$ cat config.mk
export PLATFORM = sky130hd
export DESIGN_NAME = cache_arbiter
export DESIGN_NICKNAME = d
export VERILOG_FILES = /design/src/rtl/cache_arbiter.sv
export SDC_FILE = /design/constraint.sdc
export NUM_CORES = 1
export LEC_CHECK = 0
export CORE_AREA = 2 2 276 278
export DETAILED_ROUTE_END_ITERATION = 8
export DIE_AREA = 0 0 278 280
export GPL_TIMING_DRIVEN = 0
export SYNTH_ARGS = -nofsm -noshare
export SYNTH_HDL_FRONTEND = slang
export SYNTH_SLANG_ARGS = --single-unit
$ cat constraint.sdc
create_clock -name clk -period 1.45 [get_ports clk]
set_input_delay 0.435 -clock clk [delete_from_list [all_inputs] [get_ports clk]]
set_output_delay 0.435 -clock clk [all_outputs]
set_load 0.01 [all_outputs]
$ cat src/rtl/cache_arbiter.sv
// cache_arbiter
// Shares the single physical-memory port between the I-cache and the D-cache.
// Whole-line requests are serialized onto one memory interface. When both caches
// request in the same cycle, the grant alternates round-robin.
//
// Ports:
//   clk, reset                  clock and synchronous active-high reset
//   icache_pmem_read/address    I-cache line read request (held until resp)
//   icache_pmem_rdata/resp      line and completion pulse back to the I-cache
//   dcache_pmem_read/write      D-cache fill / write-back request (write wins if both)
//   dcache_pmem_address/wdata   D-cache request address and write-back line
//   dcache_pmem_rdata/resp      line and completion pulse back to the D-cache
//   pmem_read/write/address     memory strobes and line-aligned address
//   pmem_wdata                  write-back line (zero unless serving the D-cache)
//   pmem_rdata/resp             memory read data and completion pulse
//   arb_busy                    high while a transaction is being served
module cache_arbiter #(
    parameter int unsigned ADDR_WIDTH  = 16,
    parameter int unsigned LINE_WIDTH  = 128,
    parameter int unsigned OFFSET_BITS = 4
) (
    input  logic                  clk,
    input  logic                  reset,

    input  logic                  icache_pmem_read,
    input  logic [ADDR_WIDTH-1:0] icache_pmem_address,
    output logic [LINE_WIDTH-1:0] icache_pmem_rdata,
    output logic                  icache_pmem_resp,

    input  logic                  dcache_pmem_read,
    input  logic                  dcache_pmem_write,
    input  logic [ADDR_WIDTH-1:0] dcache_pmem_address,
    input  logic [LINE_WIDTH-1:0] dcache_pmem_wdata,
    output logic [LINE_WIDTH-1:0] dcache_pmem_rdata,
    output logic                  dcache_pmem_resp,

    output logic                  pmem_read,
    output logic                  pmem_write,
    output logic [ADDR_WIDTH-1:0] pmem_address,
    output logic [LINE_WIDTH-1:0] pmem_wdata,
    input  logic [LINE_WIDTH-1:0] pmem_rdata,
    input  logic                  pmem_resp,

    output logic                  arb_busy
);

    typedef enum logic [1:0] {StIdle, StServeI, StServeD} state_e;
    typedef enum logic {GrantI, GrantD} grant_e;

    // Clears the word offset and byte select so memory always sees a line address.
    localparam logic [ADDR_WIDTH-1:0] LineMask =
        {{(ADDR_WIDTH-OFFSET_BITS){1'b1}}, {OFFSET_BITS{1'b0}}};

    state_e state_q, state_d;
    grant_e last_grant_q, last_grant_d;

    logic i_req;
    logic d_req;

    assign i_req = icache_pmem_read;
    assign d_req = dcache_pmem_read | dcache_pmem_write;

    // Read data goes to both caches unconditionally; only the resp qualifies it.
    assign icache_pmem_rdata = pmem_rdata;
    assign dcache_pmem_rdata = pmem_rdata;

    always_ff @(posedge clk) begin
        if (reset) begin
            state_q      <= StIdle;
            last_grant_q <= GrantI;
        end else begin
            state_q      <= state_d;
            last_grant_q <= last_grant_d;
        end
    end

    always_comb begin
        state_d          = state_q;
        last_grant_d     = last_grant_q;
        pmem_read        = 1'b0;
        pmem_write       = 1'b0;
        pmem_address     = '0;
        pmem_wdata       = '0;
        icache_pmem_resp = 1'b0;
        dcache_pmem_resp = 1'b0;
        arb_busy         = 1'b0;

        case (state_q)
            StIdle: begin
                // A pmem_resp seen here belongs to no one and is dropped.
                if (i_req && d_req) begin
                    if (last_grant_q == GrantI) begin
                        state_d      = StServeD;
                        last_grant_d = GrantD;
                    end else begin
                        state_d      = StServeI;
                        last_grant_d = GrantI;
                    end
                end else if (i_req) begin
                    state_d      = StServeI;
                    last_grant_d = GrantI;
                end else if (d_req) begin
                    state_d      = StServeD;
                    last_grant_d = GrantD;
                end
            end

            StServeI: begin
                arb_busy         = 1'b1;
                // Strobe follows the live input even if the requester drops early.
                pmem_read        = icache_pmem_read;
                pmem_address     = icache_pmem_address & LineMask;
                icache_pmem_resp = pmem_resp;
                if (pmem_resp) begin
                    state_d = StIdle;
                end
            end

            StServeD: begin
                arb_busy         = 1'b1;
                // Read and write together is treated as a write-back.
                pmem_write       = dcache_pmem_write;
                pmem_read        = dcache_pmem_read & ~dcache_pmem_write;
                pmem_address     = dcache_pmem_address & LineMask;
                pmem_wdata       = dcache_pmem_wdata;
                dcache_pmem_resp = pmem_resp;
                if (pmem_resp) begin
                    state_d = StIdle;
                end
            end

            default: begin
                state_d = StIdle;
            end
        endcase
    end

endmodule
==> impl_metrics.tcl, run 1 <==
set metrics [dict create \
    final_cell_mix "buf_4 (266), dlygate4sd2_1 (258), clkdlybuf4s50_1 (155)" \
    finalClockSkew_ns 0.00164 \
    synth.avg_cell_area_um2 7.07 \
    total_power_mw 5.33 \
    ys_seq_area_frac 0.0185 \
    finalNetCount 1356 \
    holdCritPathClass "flop to flop" \
    netlist_instances 458 \
    num_rows 101 \
    grt_pass1_wl_um 32700 \
    rsz0062_at_grt "yes" \
    grt_pass1_vias 4916 \
    violations "setup timing" \
    hold_ws_ns 0.523 \
    drc_errors 0 \
    arrival_ns 1.63 \
    cts_tree "yes" \
    synthToLayoutAreaGrowth_pct 244 \
    cts_sinks 3 \
    start_util 0.0431 \
    final_common_cell "buf_4" \
    slew_viol_final 0 \
    wl_per_cell_um 12.9 \
    clock.fmax_ghz 0.483 \
    ys_warn_count 0 \
    ant_nets 0 \
    ys_types 23 \
    overflow 0 \
    htree_levels 1 \
    layout_min_cycle_time_ns 2.07 \
    cts_hold_buf 0 \
    p_leak_nw 5.22 \
    die-area_mm2 0.0778 \
    groute.usage.overall 0.0581 \
    vias_per_cell 2.40 \
    crit_path_start_kind "flop" \
    crit_chain "inv_4 > ha_4 > buf_6 > buf_12 > clkbuf_16 > buf_12 > and2_4 > buf_6" \
    post-route-period-util 1.43 \
    portBuffers 558 \
    clk_path_buf_depth 2 \
    max_stage_delay_ns 0.35 \
    clkLatencyLatePin_ns 0.22 \
    setup_viol 145 \
    cts_made_buffers 3 \
    drtPass1Iterations 4 \
    path_class "flop to output port" \
    antenna_found_initial 5 \
    clk_pin_slew_ns 0.03 \
    drtIter0Drc 53 \
    drt-total-wl_um 26400 \
    power.density_mw_per_mm2 478 \
    end_kind "output port" \
    worst_path_max_delay_cell "dfxtp_4" \
    syn-cell-area_mm2 0.00324 \
    crit_required_ns 1.02 \
    ys_seq_elements 3 \
    status "complete, but fails checks" \
    die_h_um 280 \
    vias 4894 \
    final.setup.worst_slack_ns -0.620 \
    fill_cells 8574 \
    vdd_drop_max_mv 0.372 \
    final_layout_size_suffix_gt1_frac 0.574 \
    crit_fanout 6 \
    core_area_mm2 0.0752 \
    grt_start_max_net_pins 11 \
    hold_violations 0 \
    cap_violations 0 \
    ioPinCount 699 \
    die_w_um 278 \
    clockRootBuffer "clkbuf_16" \
    place_congestion 0.760 \
    dpl.hpwl_um 21700 \
]
==> layout make-up <==
type	count	area (µm²)	area share
repair buffers	595	5890	0.529
clock buffers	4	78.8	0.00708
well taps	978	1220	0.110
plain buffers	275	2240	0.201
multi-input cells	179	1620	0.145
diodes	3	7.51	0.000674
inverters	2	12.5	0.00112
flip-flops and latches	3	67.6	0.00607
==> worst paths after layout <==
kind / startpoint / endpoint / slack [ns] / cells past startpoint
max: state_q[0] / pmem_wdata[77] / -0.62 / 8
min: last_grant_q / last_grant_q / 0.52 / 1
max reg2reg: state_q[1] / state_q[0] / 0.15 / 6
min reg2reg: last_grant_q / last_grant_q / 0.52 / 1
==> routing by layer <==
layer	GRT usage	vias up	share of wire
met4	0.0197	2	0.021
li1	-	2342	-
met2	0.111	406	0.54
met1	0.0611	2130	0.35
met5	0	-	0.00049
met3	0.0147	14	0.091
==> metrics by stage <==
stage | cells | setup TNS, ns | worst slack (ns) | util | instance area, µm²
global route | 2038 | -77.81 | -0.662 | 0.148 | 11100
detailed placement | 1997 | -124.26 | -1.22 | 0.137 | 10300
CTS | 2028 | -74.98 | -0.672 | 0.141 | 10600
global placement | 1997 | -123.90 | -1.23 | 0.137 | 10300
finish | 2039 | -71.41 | -0.620 | 0.148 | 11100
floorplan | 461 | -0.754 | -0.0153 | - | 3480
==> registers in the layout (all words and copies together) (netlist names) <==
signal        cells
last_grant_q      1
state_q           2
==> kinds of logic (layout without fill, tap and decap cells) <==
logic type,after synthesis,after routing,synth area share
AO/OA/AOI/OAI,20,20,0.0433
adder cells (fa/ha/maj),3,3,0.0116
buffers and inverters,279,876,0.631
flip-flops,3,3,0.0185
other,1,7,0.00116
AND/OR/NAND/NOR,152,152,0.294
==> Yosys cell counts, drive strengths merged <==
master | count | area (µm²)
buf | 269 | 2000
and2 | 131 | 820
nor2b | 13 | 81.3
a22oi | 12 | 90.1
clkbuf | 8 | 35.0
a21oi | 3 | 15.0
dfxtp | 3 | 60.1
ha | 3 | 37.5
inv | 2 | 7.51
nand2 | 2 | 7.51
o21ai | 2 | 10.0
a21boi | 1 | 7.51
a311oi | 1 | 8.76
conb | 1 | 3.75
nand2b | 1 | 6.26
nand3b | 1 | 7.51
nand4 | 1 | 6.26
nor2 | 1 | 3.75
nor4b | 1 | 15.0
o2111ai | 1 | 8.76
or2 | 1 | 6.26
==> power by group <==
group          leakage (nW)  internal (mW)  total (mW)  switching [mW]
Clock                0.0382          0.363       0.440          0.0770
Combinational          5.15           3.01        4.78            1.77
Sequential           0.0262         0.0973       0.113          0.0157
Total                  5.22           3.47        5.33            1.86
==> worst max-delay path, delay by kind of cell (launching register included) <==
| family | cells | cell delay [ns] |
|---|---|---|
| simple gates | 1 | 0.15 |
| fa+ha+maj | 1 | 0.18 |
| flops | 1 | 0.35 |
| buf+inv | 6 | 0.70 |
==> timing repair <==
action | in CTS | in global routing
cloned | 7 | 4
buffers inserted | 20 | 8
pin swaps | 11 | 12
setup endpoints to repair | 401 | 146
resized for setup | 1013 | 110
No activity file was read; power rests on OpenSTA's default activity.
==> inputs of run 2 (changes only) <==
--- a/config.mk
+++ b/config.mk
@@ -9,6 +9,8 @@
 export DETAILED_ROUTE_END_ITERATION = 8
 export DIE_AREA = 0 0 278 280
 export GPL_TIMING_DRIVEN = 0
+export SKIP_LAST_GASP = 1
+export SLEW_MARGIN = 20
 export SYNTH_ARGS = -nofsm -noshare
 export SYNTH_HDL_FRONTEND = slang
 export SYNTH_SLANG_ARGS = --single-unit
==> impl_metrics.tcl, run 2 (synthesis gave the netlist of run 1 again) <==
set metrics [dict create \
    top_regs "state_q x2, last_grant_q x1" \
    overflow 0 \
    slew_viol_final 0 \
    end_kind "output port" \
    die_w_um 278 \
    final_layout_size_suffix_gt1_frac 0.567 \
    seq_power_share 0.021 \
    cts_made_buffers 3 \
    final_common_cell "buf_4" \
    intPower_mw 3.52 \
    power.density_mw_per_mm2 480 \
    clkPwrFrac 0.082 \
    largest_register_ffs 2 \
    design_area_mm2 0.0112 \
    final.setup.worst_slack_ns -0.640 \
    die-area_mm2 0.0778 \
    drc_errors 0 \
    total_power_mw 5.39 \
    cts_sinks 3 \
    crit_path_start_kind "flop" \
    clock.fmax_ghz 0.479 \
    status "complete, but fails checks" \
    r2r_cells 6 \
    cap_violations 0 \
    die_h_um 280 \
    drt-total-wl_um 26500 \
    dpl.hpwl_um 21700 \
    vdd_drop_max_mv 0.368 \
    grt_start_max_net_pins 11 \
    finalNetCount 1363 \
    core_area_mm2 0.0752 \
    antenna_found_initial 6 \
    drtIter0Drc 61 \
    crit_required_ns 1.02 \
    grt_pass1_wl_um 32700 \
    swShare 0.347 \
    clk_path_buf_depth 2 \
    dpl.cell_count 1997 \
    fin_util 0.149 \
    largest-register "state_q" \
    layout_min_cycle_time_ns 2.09 \
    start_util 0.0431 \
    drtPass1Iterations 4 \
    final_cell_mix "buf_4 (267), dlygate4sd2_1 (258), clkdlybuf4s50_1 (155)" \
    ant_nets 0 \
    p_sw_mw 1.87 \
    post-route-period-util 1.44 \
    hold_violations 0 \
    crit_start "state_q[0]" \
    ioPinCount 699 \
    clkLatencyLatePin_ns 0.22 \
    setup_viol 145 \
    vias_per_cell 2.41 \
    groute.usage.overall 0.0580 \
    fin_cells 2047 \
    r2r_start "state_q[1]" \
    multi_input_area_mm2 0.00159 \
    reg2reg_slack_ns 0.15 \
    clk_pin_slew_ns 0.03 \
    crit_fanout 6 \
    synthToLayoutAreaGrowth_pct 246 \
    clockRootBuffer "clkbuf_16" \
    finalClockSkew_ns 0.000590 \
    fill_cells 8552 \
    r2r-end "state_q[0]" \
    path_class "flop to output port" \
    endpoint "pmem_wdata[77]" \
    num_rows 101 \
    arrival_ns 1.65 \
    htree_levels 1 \
    hold_ws_ns 0.523 \
    p_leak_nw 5.22 \
    vias 4937 \
    cts_tree "yes" \
    regArea_um2 67.6 \
    place_congestion 0.760 \
    combinationalPowerShare 0.897 \
    portBuffers 558 \
    place_area_mm2 0.0103 \
    holdCritPathClass "flop to flop" \
    rsz0062_at_grt "yes" \
    grt_pass1_vias 4925 \
    wl_per_cell_um 13.0 \
    violations "setup timing" \
    cts_hold_buf 0 \
]
==> run 2: cell count changes in the layout (fill, tap and decap cells not counted), sizes merged <==
cell           before  now
diode               3    4
clkdlybuf4s15      16   34
buf               430  419
==> run 2: power by group through the flow <==
stage,combinational [mW],clock (mW),sequential (mW)
2_1_floorplan,1.68,0,0.109
4_1_cts,4.39,0.448,0.111
5_1_grt,5.15,0.450,0.115
6_report,4.84,0.439,0.113
3_3_place_gp,3.98,0,0.111
3_5_place_dp,3.98,0,0.112
==> run 2: per-stage QoR <==
stage          TNS, ns  setup WS (ns)
2_1_floorplan   -0.754        -0.0153
3_3_place_gp   -123.90          -1.23
3_5_place_dp   -124.26          -1.22
4_1_cts         -78.56         -0.672
5_1_grt         -80.94         -0.688
6_report        -74.34         -0.640
==> run 2: cell type report <==
| type | count | area share |
|---|---|---|
| diodes | 4 | 0.000892 |
| well taps | 978 | 0.109 |
| flip-flops and latches | 3 | 0.00602 |
| multi-input cells | 179 | 0.142 |
| repair buffers | 602 | 0.534 |
| plain buffers | 275 | 0.199 |
| clock buffers | 4 | 0.00702 |
| inverters | 2 | 0.00112 |
==> run 2: timing repair <==
| action | 4_1_cts | 5_1_grt |
|---|---|---|
| resized for setup | 944 | 141 |
| cloned | 7 | 4 |
| endpoints found under the setup margin | 401 | 146 |
| pin swaps | 11 | 13 |
| setup buffers | 20 | 14 |
==> run 2: critical path, stage by stage, from the launching register on <==
cell and delay (ns):
dfxtp_4 0.35, inv_4 0.04, ha_4 0.18, buf_6 0.12
buf_12 0.14, clkbuf_16 0.15, buf_12 0.13, and2_4 0.17
buf_6 0.12
==> run 2: routing by layer <==
metal  part of all wire  wire length (µm)  GRT usage  vias up
met2               0.53             14100      0.111      408
met3              0.091              2400     0.0152       14
met4              0.026               687     0.0207        2
met5            0.00049                13          0        -
li1                   -                 -          -     2357
met1               0.35              9270     0.0606     2156
==> run 2: worst min path at each step <==
stage	startpoint	end	depth (start not counted)
after detailed placement	state_q[0]	state_q[0]	2
after CTS	last_grant_q	last_grant_q	1
after floorplan	state_q[0]	state_q[0]	2
after global routing	state_q[1]	state_q[1]	2
final	last_grant_q	last_grant_q	1
after global placement	last_grant_q	last_grant_q	1
